`src/rtl/esp32_bridge_pkg.sv`:
```
// Shared types and decode constants for the ESP32 programming bridge.
package esp32_bridge_pkg;

  typedef enum logic {
    StIdle,
    StHold
  } state_t;

  localparam logic [1:0] P_RUN   = 2'b11;
  localparam logic [1:0] P_BOOT  = 2'b01;
  localparam logic [1:0] P_RESET = 2'b10;

  // FTDI {ndtr, nrts} to ESP32 {en, gpio0}; the two active pairs swap.
  function automatic logic [1:0] f_decode(input logic [1:0] i_p);
    logic [1:0] w_dec;
    case (i_p)
      P_RESET: w_dec = P_BOOT;
      P_BOOT:  w_dec = P_RESET;
      default: w_dec = P_RUN;
    endcase
    return w_dec;
  endfunction

endpackage

```
`src/rtl/sync_ff.sv`:
```
// Multi-stage flip-flop synchroniser with a configurable reset value.
module sync_ff #(
  parameter int unsigned C_SYNC_STAGES = 2,
  parameter bit          C_RESET_VAL   = 1'b0
) (
  input  logic i_clk,
  input  logic i_rst_n,
  input  logic i_d,
  output logic o_q
);

  logic [C_SYNC_STAGES-1:0] r_sync;

  always_ff @(posedge i_clk) begin
    if (!i_rst_n) begin
      r_sync <= {C_SYNC_STAGES{C_RESET_VAL}};
    end else begin
      r_sync <= {r_sync[C_SYNC_STAGES-2:0], i_d};
    end
  end

  assign o_q = r_sync[C_SYNC_STAGES-1];

endmodule

```
`src/rtl/esp32_prog_bridge.sv`:
```
// FTDI-to-ESP32 programming bridge: UART passthrough, DTR/RTS strap decode with
// timed hold, and optional SPI button readback (PASSTHRU_SPI_READBACK_EN).
module esp32_prog_bridge
  import esp32_bridge_pkg::*;
#(
  parameter int unsigned C_RELEASE_BITS = 17,
  parameter int unsigned C_BUTTONS      = 7,
  parameter int unsigned C_SPI_BITS     = 8,
  parameter int unsigned C_SYNC_STAGES  = 2
) (
  input  logic                 clk_25MHz,
  input  logic                 rst_n,
  input  logic                 ftdi_txd,
  output logic                 ftdi_rxd,
  input  logic                 wifi_txd,
  output logic                 wifi_rxd,
  input  logic                 ftdi_ndtr,
  input  logic                 ftdi_nrts,
  input  logic                 boot_n,
  output logic                 wifi_en,
  output logic                 wifi_gpio0,
  input  logic                 spi_csn,
  input  logic                 spi_clk,
  input  logic [C_BUTTONS-1:0] buttons,
  output logic                 sd_d0_o,
  output logic                 sd_d0_oe,
  output logic                 prog_active
);

  logic                      w_ndtr;
  logic                      w_nrts;
  logic [1:0]                w_p;
  logic                      w_trig;
  logic [1:0]                r_p_prev;
  logic [1:0]                r_dec;
  state_t                    r_state;
  state_t                    w_state_d;
  logic [C_RELEASE_BITS-1:0] r_cnt;
  logic [C_RELEASE_BITS-1:0] w_cnt_d;
  logic                      w_rb_active;
  logic                      w_rb_bit;

  assign ftdi_rxd = wifi_txd;
  assign wifi_rxd = ftdi_txd;

  sync_ff #(.C_SYNC_STAGES(C_SYNC_STAGES), .C_RESET_VAL(1'b1)) u_sync_ndtr (
    .i_clk   (clk_25MHz),
    .i_rst_n (rst_n),
    .i_d     (ftdi_ndtr),
    .o_q     (w_ndtr)
  );

  sync_ff #(.C_SYNC_STAGES(C_SYNC_STAGES), .C_RESET_VAL(1'b1)) u_sync_nrts (
    .i_clk   (clk_25MHz),
    .i_rst_n (rst_n),
    .i_d     (ftdi_nrts),
    .o_q     (w_nrts)
  );

  assign w_p    = {w_ndtr, w_nrts};
  // Only a clean run-to-reset transition starts a hold.
  assign w_trig = (w_p == P_RESET) && (r_p_prev == P_RUN);

  always_ff @(posedge clk_25MHz) begin
    if (!rst_n) begin
      r_state  <= StIdle;
      r_cnt    <= '0;
      r_dec    <= P_RUN;
      r_p_prev <= P_RUN;
    end else begin
      r_state  <= w_state_d;
      r_cnt    <= w_cnt_d;
      r_dec    <= f_decode(w_p);
      r_p_prev <= w_p;
    end
  end

  always_comb begin
    w_state_d = r_state;
    w_cnt_d   = r_cnt;
    case (r_state)
      StIdle: begin
        if (w_trig) begin
          w_state_d = StHold;
          w_cnt_d   = '0;
        end
      end
      StHold: begin
        if (w_trig) begin
          w_cnt_d = '0;
        end else if (&r_cnt) begin
          w_state_d = StIdle;
          w_cnt_d   = '0;
        end else begin
          w_cnt_d = r_cnt + 1'b1;
        end
      end
      default: begin
        w_state_d = StIdle;
        w_cnt_d   = '0;
      end
    endcase
  end

`ifdef PASSTHRU_SPI_READBACK_EN
  logic                  w_csn;
  logic                  w_sclk;
  logic                  r_sclk_prev;
  logic [C_SPI_BITS-1:0] r_shreg;
  logic [C_SPI_BITS-1:0] w_btn_ext;

  sync_ff #(.C_SYNC_STAGES(C_SYNC_STAGES), .C_RESET_VAL(1'b1)) u_sync_csn (
    .i_clk   (clk_25MHz),
    .i_rst_n (rst_n),
    .i_d     (spi_csn),
    .o_q     (w_csn)
  );

  sync_ff #(.C_SYNC_STAGES(C_SYNC_STAGES), .C_RESET_VAL(1'b0)) u_sync_sclk (
    .i_clk   (clk_25MHz),
    .i_rst_n (rst_n),
    .i_d     (spi_clk),
    .o_q     (w_sclk)
  );

  always_comb begin
    w_btn_ext                = '0;
    w_btn_ext[C_BUTTONS-1:0] = buttons;
  end

  // Rotate rather than shift so long frames repeat the button snapshot.
  always_ff @(posedge clk_25MHz) begin
    if (!rst_n) begin
      r_shreg     <= '0;
      r_sclk_prev <= 1'b0;
    end else begin
      r_sclk_prev <= w_sclk;
      if (w_csn) begin
        r_shreg <= w_btn_ext;
      end else if (w_sclk && !r_sclk_prev) begin
        r_shreg <= {r_shreg[C_SPI_BITS-2:0], r_shreg[C_SPI_BITS-1]};
      end
    end
  end

  assign w_rb_active = !w_csn;
  assign w_rb_bit    = r_shreg[C_SPI_BITS-1];
`else
  logic w_unused;
  assign w_unused    = ^{spi_csn, spi_clk, buttons};
  assign w_rb_active = 1'b0;
  assign w_rb_bit    = 1'b0;
`endif

  always_comb begin
    sd_d0_oe = 1'b0;
    sd_d0_o  = 1'b0;
    if (r_state == StHold) begin
      sd_d0_oe = 1'b1;
      sd_d0_o  = r_dec[0];
    end else if (w_rb_active) begin
      sd_d0_oe = 1'b1;
      sd_d0_o  = w_rb_bit;
    end
  end

  assign wifi_en     = r_dec[1];
  assign wifi_gpio0  = r_dec[0] & boot_n;
  assign prog_active = (r_state == StHold);

endmodule

```
`config.mk`:
```
export PLATFORM = sky130hd
export DESIGN_NAME = esp32_prog_bridge
export DESIGN_NICKNAME = d
export VERILOG_FILES = /design/src/rtl/esp32_bridge_pkg.sv /design/src/rtl/sync_ff.sv /design/src/rtl/esp32_prog_bridge.sv
export SDC_FILE = /design/constraint.sdc
export NUM_CORES = 1
export LEC_CHECK = 0
export CAP_MARGIN = 25
export CORE_MARGIN = 4
export CORE_UTILIZATION = 55
export CTS_BUF_LIST = sky130_fd_sc_hd__clkbuf_4
export DETAILED_ROUTE_END_ITERATION = 10
export PLACE_DENSITY = 0.87
export SLEW_MARGIN = 20
export SYNTH_ARGS = -nofsm -noshare
export SYNTH_HDL_FRONTEND = slang
export SYNTH_HIERARCHICAL = 1
export SYNTH_SLANG_ARGS = --single-unit
```
`constraint.sdc`:
```
create_clock -name clk_25MHz -period 4.1 [get_ports clk_25MHz]
set_input_delay 0.82 -clock clk_25MHz [delete_from_list [all_inputs] [get_ports clk_25MHz]]
set_output_delay 0.82 -clock clk_25MHz [all_outputs]
set_load 0.01 [all_outputs]
```
# Word-level counts from Yosys, hierarchy flattened
# Index checks and enable logic that the tools add are counted.
[word_totals] ff_bits=26 rom_bits=0 output_inout_bits=7 n_memories=0 latchBits=0 ram_bits=0
[classes] bitwise_logic=2 mux=11 n_reduce_logical=2 shift=0 n_addsub=1 div_mod_pow=0 n_eq_ne=4 magnitude_cmp=0 n_mul=0
[op_table] operator="17-bit two-way mux" count=3
[op_table] operator="17-bit case mux with 2 select lines" count=1
[op_table] operator="17-bit by 1-bit adder with 17-bit output (second input constant)" count=1
[op_table] operator="17-bit AND reduction" count=1
[op_table] operator="1-bit two-way mux" count=5
[op_table] operator="2-bit == test (second input constant)" count=2
[op_table] operator="2-bit case mux with 2 select lines" count=1
[op_table] operator="2-bit by 1-bit == test with 1-bit output (second input constant)" count=1
[op_table] operator="2-bit != test (second input constant)" count=1
[op_table] operator="1-bit case mux with 2 select lines" count=1
[op_table] operator="1-bit AND" count=1
[op_table] operator="1-bit logical AND" count=1
[op_table] operator="1-bit inverter" count=1

# Logic depth before layout (Yosys ltp)
# Gate-level depths: netlist of the first run.
[logic_depth] word_depth=4 mapped_depth=10 ltp_nobuf=9

# Hierarchy
# The synthesis of the first run kept the hierarchy.
[modules_own_cells] mod="esp32_prog_bridge" area_per_inst_um2=1198.6 cells_each=127 n_inst=1 seq_area_each_um2=440.4
[modules_own_cells] mod="sync_ff" area_per_inst_um2=52.6 cells_each=4 n_inst=2 seq_area_each_um2=40.0

# Worst setup path before layout of the first run
# OpenSTA, ideal clock, no wires.
[synth_path] path_kind="reg-to-reg" from="register r_cnt[10]" to="register r_cnt[5]" stages_incl_launch_ff=11 t_required_ps=4041 setup_time_ps=59 t_arrival_ps=1867 period_less_slack_ps=1926 path_slack_ps=2174 path_cell_list="dfxtp_1 > and4_1 > buf_6 > and3_4 > and3_1 > ha_1 > nor2b_1 > nand2b_4 > buf_6 > o211ai_2 > o211a_1"
[synth_via] elab_chain_len=4
[synth_lines] element="from (decl)" line="esp32_prog_bridge.sv:38" source="logic [C_RELEASE_BITS-1:0] r_cnt;"
[synth_lines] element="from (signal assigned)" line="esp32_prog_bridge.sv:72" source="r_cnt <= w_cnt_d;"
[synth_lines] element="17-bit AND reduction" line="esp32_prog_bridge.sv:91" source="end else if (&r_cnt) begin"
[synth_lines] element="17-bit two-way mux" line="esp32_prog_bridge.sv:91"
[synth_lines] element="17-bit two-way mux" line="esp32_prog_bridge.sv:89" source="if (w_trig) begin"
[synth_lines] element="17-bit case mux with 2 select lines" line="esp32_prog_bridge.sv:81" source="case (r_state)"
# Every way passes these cells.
# A chain may end at the register's enable or synchronous reset.

# Worst setup path after layout of the first run
[layout_path] from="input port boot_n" to="output port wifi_gpio0"
[layout_via] elab_chain_len=1
[layout_lines] element="from (decl)" line="esp32_prog_bridge.sv:19" source="input logic boot_n,"
[layout_lines] element="1-bit AND" line="esp32_prog_bridge.sv:168" source="assign wifi_gpio0 = r_dec[0] & boot_n;"
[layout_lines] element="to (decl)" line="esp32_prog_bridge.sv:21" source="output logic wifi_gpio0,"
# Every way passes these cells.

==> qor.yml, run 1 <==
status: "completed"
fin_crit_sh: 0.6781
worst_pin_slew_ns: 0.4300
yosysWarnings: 6
syn_area_um2: 1304
ctsLongestPathBuffers: 2
numCtsBuffers: 3
cp-end-kind: "primary output"
finalWirelength_um: 2456
nets: 159
clk_latency_ns: 0.32
antenna_left: 0
crit_family: "buffers and inverters"
max_stage_delay_ns: 0.53
grt_max_degree: 23
num_vias: 982
cts_root_buf: "clkbuf_4"
required_ns: 3.28
wl_met1_um: 1094
first_iter_violations: 24
crit_type: "primary input to primary output"
synthFlopType: "dfxtp_1"
drive_gt1_frac: 0.1357
finalSetupTns_ns: 0
slew_viol_final: 0
portBuffers: 9
crit_chain: "clkdlybuf4s50_1 > and2_1 > clkdlybuf4s50_1"
synth_most_common_cell: "dfxtp_1"
cts_num_sinks: 26
timing.final.ws_setup_ns: 1.320
crit_buf_inv: 2
leakage_nw: 0.5655
place_congestion: 0.8154
antenna_found_initial: 0
fin_skew_ns: 0.004519
cts_resized: 0
yosysSeqAreaShare: 0.3992
yosys.area.top_type: "dfxtp_1"
synth_fp_nets: 153
syn_to_final_growth_pct: 8.349
ys_seq_elements: 26
cp_slowest_cell: "clkdlybuf4s50_1"
synth_enable_flop_cells: 0
fp.coreArea_um2: 2233
met2_length_um: 1221
hold_viol: 0
critPathArrivalTime_ns: 1.96
cts_hold_buf: 0
dpl_worst_slack_ns: 1.331
ir_worst_vdd_v: 0.0003960
cap_viol_max_count: 0
p_per_area_nw_per_um2: 330.7
syn_avg_cell_area_um2: 9.657
rsz0062_at_grt: "false"
r2r_setup_slack_ns: 1.83
htreeDepth: 1
die_area_um2: 3213
synth_commonest_cells: "dfxtp_1 (26), nor2_1 (11), nand2_1 (7), nand3_1 (7), nand2b_1 (6)"
grt_pass1_vias: 947
yosys.cell_types.count: 46
drc_errors: 0
wl_met3_um: 58
diodes: 0
pin_count: 23
grt_pass1_wl_um: 4215
worst_path_most_repeated_cell: "clkdlybuf4s50_1"
vias_per_cell: 5.845
rows: 17
initial_core_util: 0.5838
grt_use_total: 0.1672
dp_hpwl_um: 1793
hold_class: "flop to flop"
ys_async_sr_fraction: 0
slew_headroom: 0.7123
top_layer: "met4"
cts.clk_slew.worst_paths_ns: 0.14
start_kind: "primary input"
die_h_um: 56.69
finalCriticalPeriod_ns: 2.780
routedWlPerCell_um: 14.62
grt_overflow: 0
die-width_um: 56.69
critPathMaxFanout: 1
setup_viol: 0
postSynthCellCount: 135
yosys-top-cells-area: "dfxtp_1 (40%), o211ai_2 (3.8%), buf_6 (3.5%)"
synthDominantCellAreaShare: 0.3992
postCtsSetupRepairBufs: 0
dr.pass1.iters: 4
cts_tree: "yes"
max_freq_mhz: 359.7
## logic make-up after synthesis
logic type,share of synthesized area
AOI/OAI and AO/OA,0.1852
xor gates and xnor gates,0.01344
adders and majority gates,0.01919
buffers and inverters,0.07004
DFF,0.3992
muxes,0.01536
and+or+nand+nor,0.2975
## area by class of cell
class	instances	area, um2
Clock inverter	1	30.03
Sequential cell	26	520.5
Multi-Input combinational cell	96	691.9
Timing Repair Buffer	10	97.59
Fill cell	189	820.8
Inverter	4	15.01
Tap cell	28	35.03
Clock buffer	3	22.52
## registers in the layout, summed over array words and instances, names as in the netlist
register	count
r_cnt	17
r_p_prev	2
u_sync_ndtr/r_sync	2
u_sync_nrts/r_sync	2
prog_active	1
r_dec	2
## worst paths after layout
check	start	to	cells after the start
hold reg to reg	u_sync_ndtr/r_sync[0]$_SDFF_PN1_	u_sync_ndtr/r_sync[1]$_SDFF_PN1_	1
setup / recovery	boot_n	wifi_gpio0	3
hold / removal	u_sync_ndtr/r_sync[0]$_SDFF_PN1_	u_sync_ndtr/r_sync[1]$_SDFF_PN1_	1
setup reg to reg	r_cnt[7]$_SDFFE_PN0P_	r_cnt[12]$_SDFFE_PN0P_	8
## through the flow
step / hold WS [ns] / cell area, um2 / cells / util / power, mW
finish: 0.4298 / 1413 / 168 / 0.6325 / 0.4672
global route: 0.4554 / 1413 / 168 / 0.6325 / 0.4861
CTS: 0.4314 / 1413 / 168 / 0.6325 / 0.4723
detailed placement: 0.3976 / 1360 / 164 / 0.6090 / 0.2991
global placement: 0.3879 / 1360 / 164 / 0.6090 / 0.2972
floorplan: 0.3863 / 1304 / 135 / - / 0.2902
## layer usage
| layer | up-vias | GRT usage |
|---|---|---|
| li1 | 500 | - |
| met1 | 454 | 0.1933 |
| met2 | 18 | 0.2805 |
| met3 | 10 | 0.04598 |
| met4 | 0 | 0.08136 |
| met5 | - | 0 |
## report_power, final
part | total [mW] | switching, mW | leakage [nW] | internal [mW]
Combinational | 0.0341 | 0.0180 | 0.327 | 0.0161
Clock | 0.174 | 0.0748 | 0.0279 | 0.0988
Sequential | 0.259 | 0.00283 | 0.211 | 0.257
Total | 0.467 | 0.0956 | 0.566 | 0.372
## layout by cell type (no fill, tap or decap), types with 2 or more instances in the layout
cell / Yosys / layout
nand3_1: 7 / 7
clkdlybuf4s50_1: 0 / 9
mux2i_1: 2 / 2
ha_1: 2 / 2
and2_1: 5 / 5
o211a_1: 4 / 4
a22o_1: 3 / 3
o221a_1: 2 / 2
nand3b_1: 3 / 3
a31oi_1: 4 / 4
dfxtp_1: 26 / 26
and3_1: 3 / 3
a21oi_1: 2 / 2
nor2_1: 11 / 11
nand2_1: 7 / 7
clkbuf_4: 0 / 3
o211ai_2: 4 / 4
nor3_1: 2 / 2
nand4_1: 3 / 3
and3_2: 2 / 2
inv_1: 4 / 4
nor2b_1: 3 / 3
nand2b_1: 6 / 6
## worst reg2reg max path: stages, from the launching register on
cell and delay, ns:
dfxtp_1 0.48, and4_1 0.41, and3_4 0.26, and3_1 0.17, ha_1 0.15, nand3b_1 0.18
nor2_2 0.12, a21o_1 0.18, a22o_1 0.22
Power figures use the tool's default switching activity.
==> inputs of run 2 (changes only) <==
- CORE_UTILIZATION: 55 -> 54
- PLACE_DENSITY: 0.87 -> 0.86
- clock period: 4.1 -> 2.9 ns (I/O delays scaled with it)
==> run 2 against run 1 <==
Compared with the run above: setup slack worse by 0.66 ns; clock-buffer cell count unchanged; final area shrank 2.1%; sequential share of layout area is 0.80 points higher; critical path type unchanged; largest cell class unchanged.
==> qor.yml, run 2 (synthesized netlist as in run 1, its figures left out) <==
nets: 159
grt_use_total: 0.1493
postCtsSetupRepairBufs: 0
drc_errors: 0
crit_type: "primary input to primary output"
vias_per_cell: 5.892
drive_gt1_frac: 0.1295
cts_hold_buf: 0
wl_met1_um: 1063
multi_input_area_um2: 691.9
htreeDepth: 1
numCtsBuffers: 3
dpl_worst_slack_ns: 0.6609
finalSetupTns_ns: 0
grt_pass1_vias: 888
routedWlPerCell_um: 13.66
fp.coreArea_um2: 2255
ctsLongestPathBuffers: 2
hold_path_depth: 1
seqCellArea_um2: 520.5
cap_viol_max_count: 0
r2r_cells: 8
timing.final.ws_setup_ns: 0.6628
fillerInstances: 203
fin_skew_ns: 0.004545
finalWirelength_um: 2281
die-width_um: 57.14
rsz0062_at_grt: "false"
cp-end-kind: "primary output"
place_congestion: 0.7595
max_freq_mhz: 447.0
status: "completed"
critPathMaxFanout: 1
critPathArrivalTime_ns: 1.66
grt_overflow: 0
num_vias: 984
clk_latency_ns: 0.31
start_kind: "primary input"
rows: 17
antenna_left: 0
finalCriticalPeriod_ns: 2.237
cts_tree: "yes"
required_ns: 2.32
cts_root_buf: "clkbuf_4"
slew_headroom: 0.7486
dr.pass1.iters: 4
portBuffers: 9
hold_viol: 0
met2_length_um: 1120
initial_core_util: 0.5782
p_per_area_nw_per_um2: 404.7
grt_pass1_wl_um: 3905
worst_pin_slew_ns: 0.3757
top_layer: "met4"
pin_count: 23
dp_hpwl_um: 1682
final_common_cell: "dfxtp_1"
cts_resized: 0
largest_reg_flops: 17
total_power_mw: 0.5595
slew_viol_final: 0
wl_met3_um: 85
first_iter_violations: 16
syn_to_final_growth_pct: 6.046
die_area_um2: 3264
antenna_found_initial: 0
regMostFlops: "r_cnt"
grt_max_degree: 19
ir_worst_vdd_v: 0.0002953
cts_num_sinks: 26
fin_crit_sh: 0.7715
leakage_nw: 0.5514
hold_class: "flop to flop"
mostFrequentLayoutCells: "dfxtp_1 (26), nor2_1 (11), clkdlybuf4s50_1 (9)"
die_h_um: 57.14
diodes: 0
setup_viol: 0
cts.clk_slew.worst_paths_ns: 0.12
-- run 2: worst paths after layout --
path,from,end,slack [ns]
setup / recovery,boot_n,wifi_gpio0,0.66
hold / removal,u_sync_ndtr/r_sync[0]$_SDFF_PN1_,u_sync_ndtr/r_sync[1]$_SDFF_PN1_,0.43
setup reg to reg,r_cnt[7]$_SDFFE_PN0P_,r_cnt[12]$_SDFFE_PN0P_,0.70
hold reg to reg,u_sync_ndtr/r_sync[0]$_SDFF_PN1_,u_sync_ndtr/r_sync[1]$_SDFF_PN1_,0.43
-- run 2: where the power goes --
part	total (mW)	switching (mW)	internal [mW]
Sequential	0.367	0.00421	0.363
Clock	0.145	0.0968	0.0485
Combinational	0.0473	0.0246	0.0227
-- run 2: final cells by class --
type | instances | share of cell area
repair buffers | 10 | 0.07059
well taps | 28 | 0.02534
flip-flops and latches | 26 | 0.3765
multi-input cells | 96 | 0.5005
clock buffers | 3 | 0.01629
inverters | 4 | 0.01086
-- run 2: stage by stage --
step	utilization	cells	hold slack (ns)	cell area [um2]
finish	0.6132	167	0.4265	1383
global route	0.6132	167	0.4539	1383
floorplan	-	135	0.3863	1304
detailed placement	0.6032	164	0.3980	1360
global placement	0.6032	164	0.3885	1360
CTS	0.6132	167	0.4295	1383
-- run 2: per-layer routing --
metal,up-vias,global-route usage
met5,-,0
met4,0,0.06291
met3,2,0.02715
met2,15,0.2512
met1,472,0.1865
li1,495,-
-- run 2: critical path: stages --
cell,delay (ns)
clkdlybuf4s50_1,0.45
and2_1,0.11
clkdlybuf4s50_1,0.52
